`src/rtl/jk_ubus_slave_mem.sv`:
```
// UBUS slave responder backed by an internal register-file memory: wait states, 1/2/4/8-beat bursts, error responses.
// Define JK_UBUS_SLAVE_STATS_EN to add saturating rd_cnt/wr_cnt/err_cnt ports.
module jk_ubus_slave_mem #(
  parameter int                DATA_W    = 8,
  parameter int                ADDR_W    = 16,
  parameter logic [ADDR_W-1:0] BASE_ADDR = '0,
  parameter int                DEPTH     = 256
) (
  input  logic              clk,
  input  logic              reset,
  input  logic [ADDR_W-1:0] addr,
  input  logic [1:0]        size,
  input  logic              read,
  input  logic              write,
  input  logic              bip,
  input  logic [DATA_W-1:0] data_in,
  output logic [DATA_W-1:0] data_out,
  output logic              data_oe,
  output logic              wait_state,
  output logic              error,
  input  logic [2:0]        wait_cfg
`ifdef JK_UBUS_SLAVE_STATS_EN
  ,
  output logic [15:0]       rd_cnt,
  output logic [15:0]       wr_cnt,
  output logic [15:0]       err_cnt
`endif
);
  // state | meaning
  // IDLE  | waiting for an address phase
  // DATA  | serving burst beats: wait cycles, then the completing cycle
  // ERR   | error asserted once per beat of a rejected burst
  localparam logic [1:0] IDLE = 2'd0;
  localparam logic [1:0] DATA = 2'd1;
  localparam logic [1:0] ERR  = 2'd2;

  localparam int OFF_W = (DEPTH > 1) ? $clog2(DEPTH) : 1;
  localparam int EXT_W = ADDR_W + 2;
  localparam logic [EXT_W-1:0] DEPTH_X = EXT_W'(DEPTH);

  logic [DATA_W-1:0] mem [DEPTH];

  logic [1:0]       state;
  logic [OFF_W-1:0] offset;
  logic [3:0]       beats;
  logic [2:0]       wcnt;
  logic [2:0]       ecnt;
  logic             dir_wr;

  logic             req;
  logic [3:0]       beats_req;
  logic [EXT_W-1:0] off_full;
  logic [EXT_W-1:0] end_full;
  logic             in_window;
  logic             fits;
  logic [OFF_W-1:0] off_req;
  logic [OFF_W-1:0] offset_nx;
  logic             beat_done;
  logic             last_beat;
  logic             mem_we;

  // Two extra bits keep below-base addresses and window-end overflow out of range.
  always_comb begin
    req       = read ^ write;
    beats_req = 4'd1 << size;
    off_full  = {2'b00, addr} - {2'b00, BASE_ADDR};
    end_full  = off_full + EXT_W'(beats_req);
    in_window = off_full < DEPTH_X;
    fits      = end_full <= DEPTH_X;
    off_req   = off_full[OFF_W-1:0];
    offset_nx = offset + OFF_W'(1);
    beat_done = (state == DATA) && (wcnt == 3'd0);
    last_beat = (beats == 4'd1) || !bip;
    mem_we    = beat_done && dir_wr;
  end

  always_ff @(posedge clk) begin
    if (mem_we) mem[offset] <= data_in;
  end

  // Outputs are registered for the cycle being entered, so a zero-wait read shows data in N+1.
  always_ff @(posedge clk or posedge reset) begin
    if (reset) begin
      state      <= IDLE;
      offset     <= '0;
      beats      <= '0;
      wcnt       <= '0;
      ecnt       <= '0;
      dir_wr     <= 1'b0;
      data_out   <= '0;
      data_oe    <= 1'b0;
      wait_state <= 1'b0;
      error      <= 1'b0;
    end else begin
      data_out   <= '0;
      data_oe    <= 1'b0;
      wait_state <= 1'b0;
      error      <= 1'b0;
      case (state)
        IDLE: begin
          if (req && in_window) begin
            if (fits) begin
              state      <= DATA;
              offset     <= off_req;
              beats      <= beats_req;
              dir_wr     <= write;
              wcnt       <= wait_cfg;
              wait_state <= (wait_cfg != 3'd0);
              if (read && (wait_cfg == 3'd0)) begin
                data_oe  <= 1'b1;
                data_out <= mem[off_req];
              end
            end else begin
              state <= ERR;
              ecnt  <= 3'(beats_req - 4'd1);
              error <= 1'b1;
            end
          end
        end
        DATA: begin
          if (wcnt != 3'd0) begin
            wcnt <= wcnt - 3'd1;
            if (wcnt == 3'd1) begin
              if (!dir_wr) begin
                data_oe  <= 1'b1;
                data_out <= mem[offset];
              end
            end else begin
              wait_state <= 1'b1;
            end
          end else if (last_beat) begin
            state <= IDLE;
          end else begin
            offset     <= offset_nx;
            beats      <= beats - 4'd1;
            wcnt       <= wait_cfg;
            wait_state <= (wait_cfg != 3'd0);
            if (!dir_wr && (wait_cfg == 3'd0)) begin
              data_oe  <= 1'b1;
              data_out <= mem[offset_nx];
            end
          end
        end
        ERR: begin
          if (ecnt == 3'd0) begin
            state <= IDLE;
          end else begin
            ecnt  <= ecnt - 3'd1;
            error <= 1'b1;
          end
        end
        default: state <= IDLE;
      endcase
    end
  end

`ifdef JK_UBUS_SLAVE_STATS_EN
  logic err_enter;
  assign err_enter = (state == IDLE) && req && in_window && !fits;

  always_ff @(posedge clk or posedge reset) begin
    if (reset) begin
      rd_cnt  <= '0;
      wr_cnt  <= '0;
      err_cnt <= '0;
    end else begin
      if (beat_done && !dir_wr && (rd_cnt != 16'hFFFF)) rd_cnt <= rd_cnt + 16'd1;
      if (beat_done && dir_wr && (wr_cnt != 16'hFFFF)) wr_cnt <= wr_cnt + 16'd1;
      if (err_enter && (err_cnt != 16'hFFFF)) err_cnt <= err_cnt + 16'd1;
    end
  end
`endif

endmodule

```
`config.mk`:
```
export PLATFORM = sky130hd
export DESIGN_NAME = jk_ubus_slave_mem
export DESIGN_NICKNAME = d
export VERILOG_FILES = /design/src/rtl/jk_ubus_slave_mem.sv
export SDC_FILE = /design/constraint.sdc
export NUM_CORES = 2
export LEC_CHECK = 0
export BUFFER_PORTS_ARGS = -buffer_cell sky130_fd_sc_hd__clkbuf_2
export CORE_MARGIN = 3
export CORE_UTILIZATION = 50
export DETAILED_ROUTE_END_ITERATION = 12
export PLACE_DENSITY = 0.65
export SETUP_SLACK_MARGIN = 0.05
export SLEW_MARGIN = 20
export SYNTH_ARGS = -nofsm -noshare
export SYNTH_HDL_FRONTEND = slang
export SYNTH_SLANG_ARGS = --single-unit
```
`constraint.sdc`:
```
create_clock -name clk -period 12 [get_ports clk]
set_input_delay 1.2 -clock clk [delete_from_list [all_inputs] [get_ports clk]]
set_output_delay 1.2 -clock clk [all_outputs]
set_load 0.01 [all_outputs]
```
# --- Yosys cells after proc, flatten, opt, wreduce, memory -nomap -nowiden ---
# Memory sizes are Yosys's and may differ from the RTL's.
# Cells that the tools add are included.
word_totals:
  regBits: 32
  ramBits: 2048
  in_bits: 34
  output_inout_bits: 11
  elab_cells: 110
  memories: 1
mem_list:
  columns: ["name", "words", "width", "read_ports", "rd_clocked_by_memory_dff", "wr", "line", "source"]
  rows:
  - ["mem", 256, 8, 3, 0, 1, "41", "logic [DATA_W-1:0] mem [DEPTH];"]
classes:
  add_sub_neg: 6
  n_lt_le_gt_ge: 2
  n_eq_ne: 13
  shifts: 1
  mux: 55
  bitwise: 1
  n_reduce_logical: 21
op_table:
  columns: ["op", "count"]
  rows:
  - ["$mux W8", 12]
  - ["$pmux W8 S2", 2]
  - ["$mux W3", 7]
  - ["$mux W1", 18]
  - ["$add A16 B4 Y17", 1]
  - ["$le A17 B9 Y1 const B", 1]
  - ["$lt A16 B9 Y1 const B", 1]
  - ["$mux W4", 4]
  - ["$ne A2 B2 Y1 const B", 8]
  - ["$pmux W3 S2", 2]
  - ["$reduce_and A4 Y1", 3]
  - ["$mux W2", 5]
  - ["$logic_not A3 Y1", 3]
  - ["$sub A3 B1 Y3 const B", 3]
  - ["$add A8 B1 Y8 const B", 1]
  - ["$pmux W4 S2", 1]
  - ["$pmux W1 S2", 3]
  - ["$pmux W2 S3", 1]
  - ["$reduce_bool A3 Y1", 2]
  - ["$logic_and A1 B1 Y1", 5]
  - ["$reduce_and A5 Y1", 1]
  - ["$eq A4 B1 Y1 const B", 1]
  - ["$reduce_bool A2 Y1", 2]
  - ["$shl A1 B2 Y4 const A", 1]
  - ["10 further kinds", 11]

# --- Longest topological paths before layout ---
logic_depth:
  ltp_word: 6
  ltp_mapped: 20
  ltp_nobuf: 11

# --- Worst setup path before layout ---
# Ideal clock, no wire load.
synth_path:
  path_kind: "reg-to-reg"
  start: "reg offset[1]"
  end: "reg data_out[4]"
  setup_ns: 0.135
  t_arrival_ns: 4.311
  required_ns: 11.865
  setup_slack_ns: 7.554
  stages_incl_launch_ff: 18
  path_buffers: 9
  period_less_slack_ns: 4.446
  path_cell_list: "dfrtp_1 > buf_2 > buf_4 > buf_4 > buf_2 > buf_2 > inv_1 > ha_1 > buf_2 > clkbuf_1 > buf_2 > clkbuf_1 > mux4_2 > mux4_2 > a22oi_1 > a21oi_1 > o41ai_1 > nand3_1"
synth_via:
  elab_chain_cells: 6
  word_cells_on_any_way: 8
  classes_between: "add/sub (1); mux (6); memory (1)"
synth_rtl:
  columns: ["element", "line", "source"]
  rows:
  - ["start: declaration", "44", "logic [OFF_W-1:0] offset;"]
  - ["start signal: assignment", "104", "offset <= off_req;"]
  - ["start signal: assignment", "134", "offset <= offset_nx;"]
  - ["$add A8 B1 Y8", "71", "offset_nx = offset + OFF_W'(1);"]
  - ["$mem_v2 Z256 W8 (*)", null, null]
  - ["$mux W8", "138", "if (!dir_wr && (wait_cfg == 3'd0)) begin"]
  - ["$mux W8", "131", "end else if (last_beat) begin"]
  - ["$mux W8 (*)", "121", "if (wcnt != 3'd0) begin"]
  - ["$pmux W8 S2 (*)", "99", "case (state)"]
  - ["end signal: assignment", "111", "data_out <= mem[off_req];"]
  - ["end signal: assignment", "126", "data_out <= mem[offset];"]
  - ["end signal: assignment", "140", "data_out <= mem[offset_nx];"]
  - ["end: declaration", "17", "output logic [DATA_W-1:0] data_out,"]
# Mark *: on every way between the ends. The rest lies on a longest branch, timed or not.
# A chain may end at the register's enable or synchronous reset.

# --- Worst setup path after layout ---
layout_path:
  start: "reg offset[0]"
  end: "reg data_out[5]"
# Same word-level chain as after synthesis.

==> run summary <==
Syn avg cell area: 18.7 um2
Num ports: 45
Syn_nets: 6,163
WS Path Type: reg2reg
Slowest cell delay on critical path: 1.06 ns
Post-layout nets: 6,179
Post-Route WL: 436 mm
Top post-synthesis cells by area: edfxtp_1 (54%), mux4_2 (33%), mux2i_1 (2.8%)
Post-Synth Adder-Cell Area: 0.170%
Top cell family by delay on the critical path: multiplexers
CP Capture Type: register
CTS sink cnt: 2,080
Clock latency on the worst-skew pair: 0.88 ns
GR Overflow Total: 0
Area of the multi-input gates: 49,700 um2
Async SR Flop Fraction: 1.54%
Worst Path Buf+Inv: 3
CTS Buf Count: 222
Synth-to-Final Area Change: 10.1%
Clock edge transition at the registers on the reported setup and hold paths: 0.07 ns
Slew HR: 9.70%
Die Area: 235,000 um2
# setup viols final: 0
HPWL after DPL: 288 mm
Crit-path max FO: 91
RD Place Congestion: 1.02
First-pass GRT wire length: 596 mm
Total GRT Usage: 37.0%
Multiplexer share of the synthesized area: 35.6%
Synth warn: 0
Vias in the first global route: 70,600
Drt drc: 0
Setup Skew: 0.0470 ns
Core footprint: 227,000 um2
Worst hold path type: in2async
Fin Hold WS: 0.428 ns
Final Hold Vio Count: 0
Max Fclk: 152 MHz
Post-Synth XOR/XNOR Area: 0.137%
Clock Path Buffers: 3
Max_cap viols: 0
Row count: 175
Power per cell area: 134 nW/um2
Fillers: 17,200
Via count: 73,700
CTS HTree Levels: 4
Post-route insts no fill: 9,355
Register area: 62,300 um2
Sum of negative setup slack: 0 ns
Slowest cell on the critical path: ha_4
Final min period: 6.56 ns
Syn Std Cell Area: 115,000 um2
Drt pass-1 iters: 8
EDFF count, synth: 2,048
Critical path required time: 12.75 ns
Data arrival, critical path: 7.31 ns
CTS Root Buffer Type: clkbuf_16
Die X: 485 um
Commonest non-fill, non-tap cells in the layout: edfxtp_1 (2,048), mux4_2 (1,660), mux2i_1 (312)
1st-iter DRT viols: 12,900
Top cell type's share of synthesized area: 53.7%
Sequential share of the synthesized area: 54.4%
Pins over their slew limit: 0
Initial antenna violation count: 39
Antenna-violating nets left: 0
Share of the clock period used by the worst path: 54.7%
Cells after synthesis: 6,114
Share of layout cells above drive strength 1: 39.3%
Hold_buf cts: 0
Most used DFF post-synth: edfxtp_1
CP cell instances: clkinv_1 > ha_4 > buf_12 > buf_4 > mux4_2 > mux4_2 > mux2i_1 > mux2i_1 > o221ai_1 > a21o_1 > nand3_1
CTS tree: done
Total setup buffers inserted after CTS: 0
# resized after CTS: 0
Status: finished, final reports clean
Compound-gate portion of the synthesized area: 3.99%
Most common cell after layout, fill and taps aside: edfxtp_1
Routed len/inst: 46.6 um
Die height: 485 um
Register bit total from synthesis: 2,080
LEAKAGE: 38.9 nW
Util after Layout: 55.4%
Largest net degree at the start of global routing: 133
Initial core utilization: 50.3%
Cell variety after synth: 83
Routed vias/inst: 7.88
Top cell type by total area after synthesis: edfxtp_1
Simple-Gate Fraction of Synth Area: 3.06%
Actual slew at the worst max-slew pin: 1.35 ns
Largest family of logic cells by synthesized area: multiplexers
Count of input and output buffers: 44
Dpl cells: 8,911
RSZ-0062 raised after global routing: false
Worst setup SP type: register
IR drop worst, VDD: 0.000136 V
-- report_power, final --
part / internal [W] / leakage (nW) / total (W) / switching, W
Clock: 0.00398 / 3.55 / 0.00700 / 0.00301
Combinational: 0.000693 / 16.5 / 0.00187 / 0.00118
Sequential: 0.00799 / 18.8 / 0.00801 / 0.0000199
-- path summary, 6_finish.rpt --
check                      startpoint          end  slack, ns  cells after the start
max                         offset[0]  data_out[5]       5.44                     11
min                             reset     state[1]       0.43                      3
max reg2reg                 offset[0]  data_out[5]       5.44                     11
min reg2reg                  beats[3]     beats[3]       0.53                      1
max in group asynchronous       reset    offset[0]      11.10                      3
min in group clk             beats[3]     beats[3]       0.53                      1
-- worst register-to-register path, cell delays in order, from the launching register on --
cell      delay [ns]
dfrtp_4         1.05
clkinv_1        0.38
ha_4            1.06
buf_12          0.53
buf_4           0.83
mux4_2          0.43
mux4_2          0.52
mux2i_1         0.90
mux2i_1         0.17
o221ai_1        0.36
a21o_1          0.13
nand3_1         0.09
-- logic make-up (layout without fill, tap and decap cells) --
logic type	after synthesis	count (layout)
flops	2080	2080
mux	1997	1997
simple gates	775	775
compound gates	639	639
buf+inv	591	799
xor+xnor	17	17
fa+ha+maj	15	15
other cells	0	24
-- area by class of cell --
cell class	instances	area share (%)
repair buffers	355	2.27
diodes	24	0.0476
clock inverters	143	1.20
well taps	3009	2.99
clock buffers	273	4.61
flip-flops and latches	2080	49.4
inverters	28	0.0893
multi-input cells	3443	39.4
-- per-layer routing --
metal	part of all wire, %	vias up	wire length, um	GRT usage (%)
met1	34	39100	146000	47.7
met3	16	1216	67700	15.2
met2	44	6369	190000	53.1
li1	-	27100	-	-
met4	7.2	20	31500	20.9
met5	0.064	-	277	0.551
-- cell usage after synthesis, drive strengths merged, types with 5 or more instances --
| master | number |
|---|---|
| a311oi | 11 |
| mux4 | 1660 |
| a21o | 7 |
| o22ai | 45 |
| or2 | 5 |
| o31ai | 13 |
| nor4bb | 5 |
| a211oi | 21 |
| a21oi | 99 |
| o32ai | 19 |
| a2111oi | 6 |
| dfrtp | 32 |
| a22o | 24 |
| mux2 | 22 |
| nand2 | 171 |
| and2 | 14 |
| nor4 | 19 |
| a32oi | 5 |
| inv | 27 |
| o311ai | 5 |
| o2111ai | 5 |
| nand2b | 21 |
| nor2 | 335 |
| ha | 14 |
| xnor2 | 11 |
| o221ai | 8 |
| o21ai | 78 |
| o211ai | 15 |
| nand4 | 21 |
| buf | 374 |
| or3 | 16 |
| a221oi | 60 |
| edfxtp | 2048 |
| nor3 | 48 |
| clkbuf | 189 |
| a31oi | 14 |
| nand3 | 74 |
| xor2 | 6 |
| and3 | 12 |
| a221o | 20 |
| nor2b | 15 |
| mux2i | 315 |
| a22oi | 149 |
-- sequential cells by signal, summed over array words and instances, names as in the netlist --
signal,count
beats,4
data_oe,1
data_out,8
dir_wr,1
ecnt,3
error,1
mem,2048
offset,8
state,2
wait_state,1
wcnt,3
-- metrics by stage --
stage	total power [W]	setup WS, ns	instance area, um2
after detailed placement	0.00996	5.59	119000
final	0.0169	5.44	126000
after global placement	0.00995	5.44	118000
after global routing	0.0172	5.35	126000
after CTS	0.0168	5.73	126000
after floorplan	0.00921	7.55	115000
(Power assumes the default switching activity.)
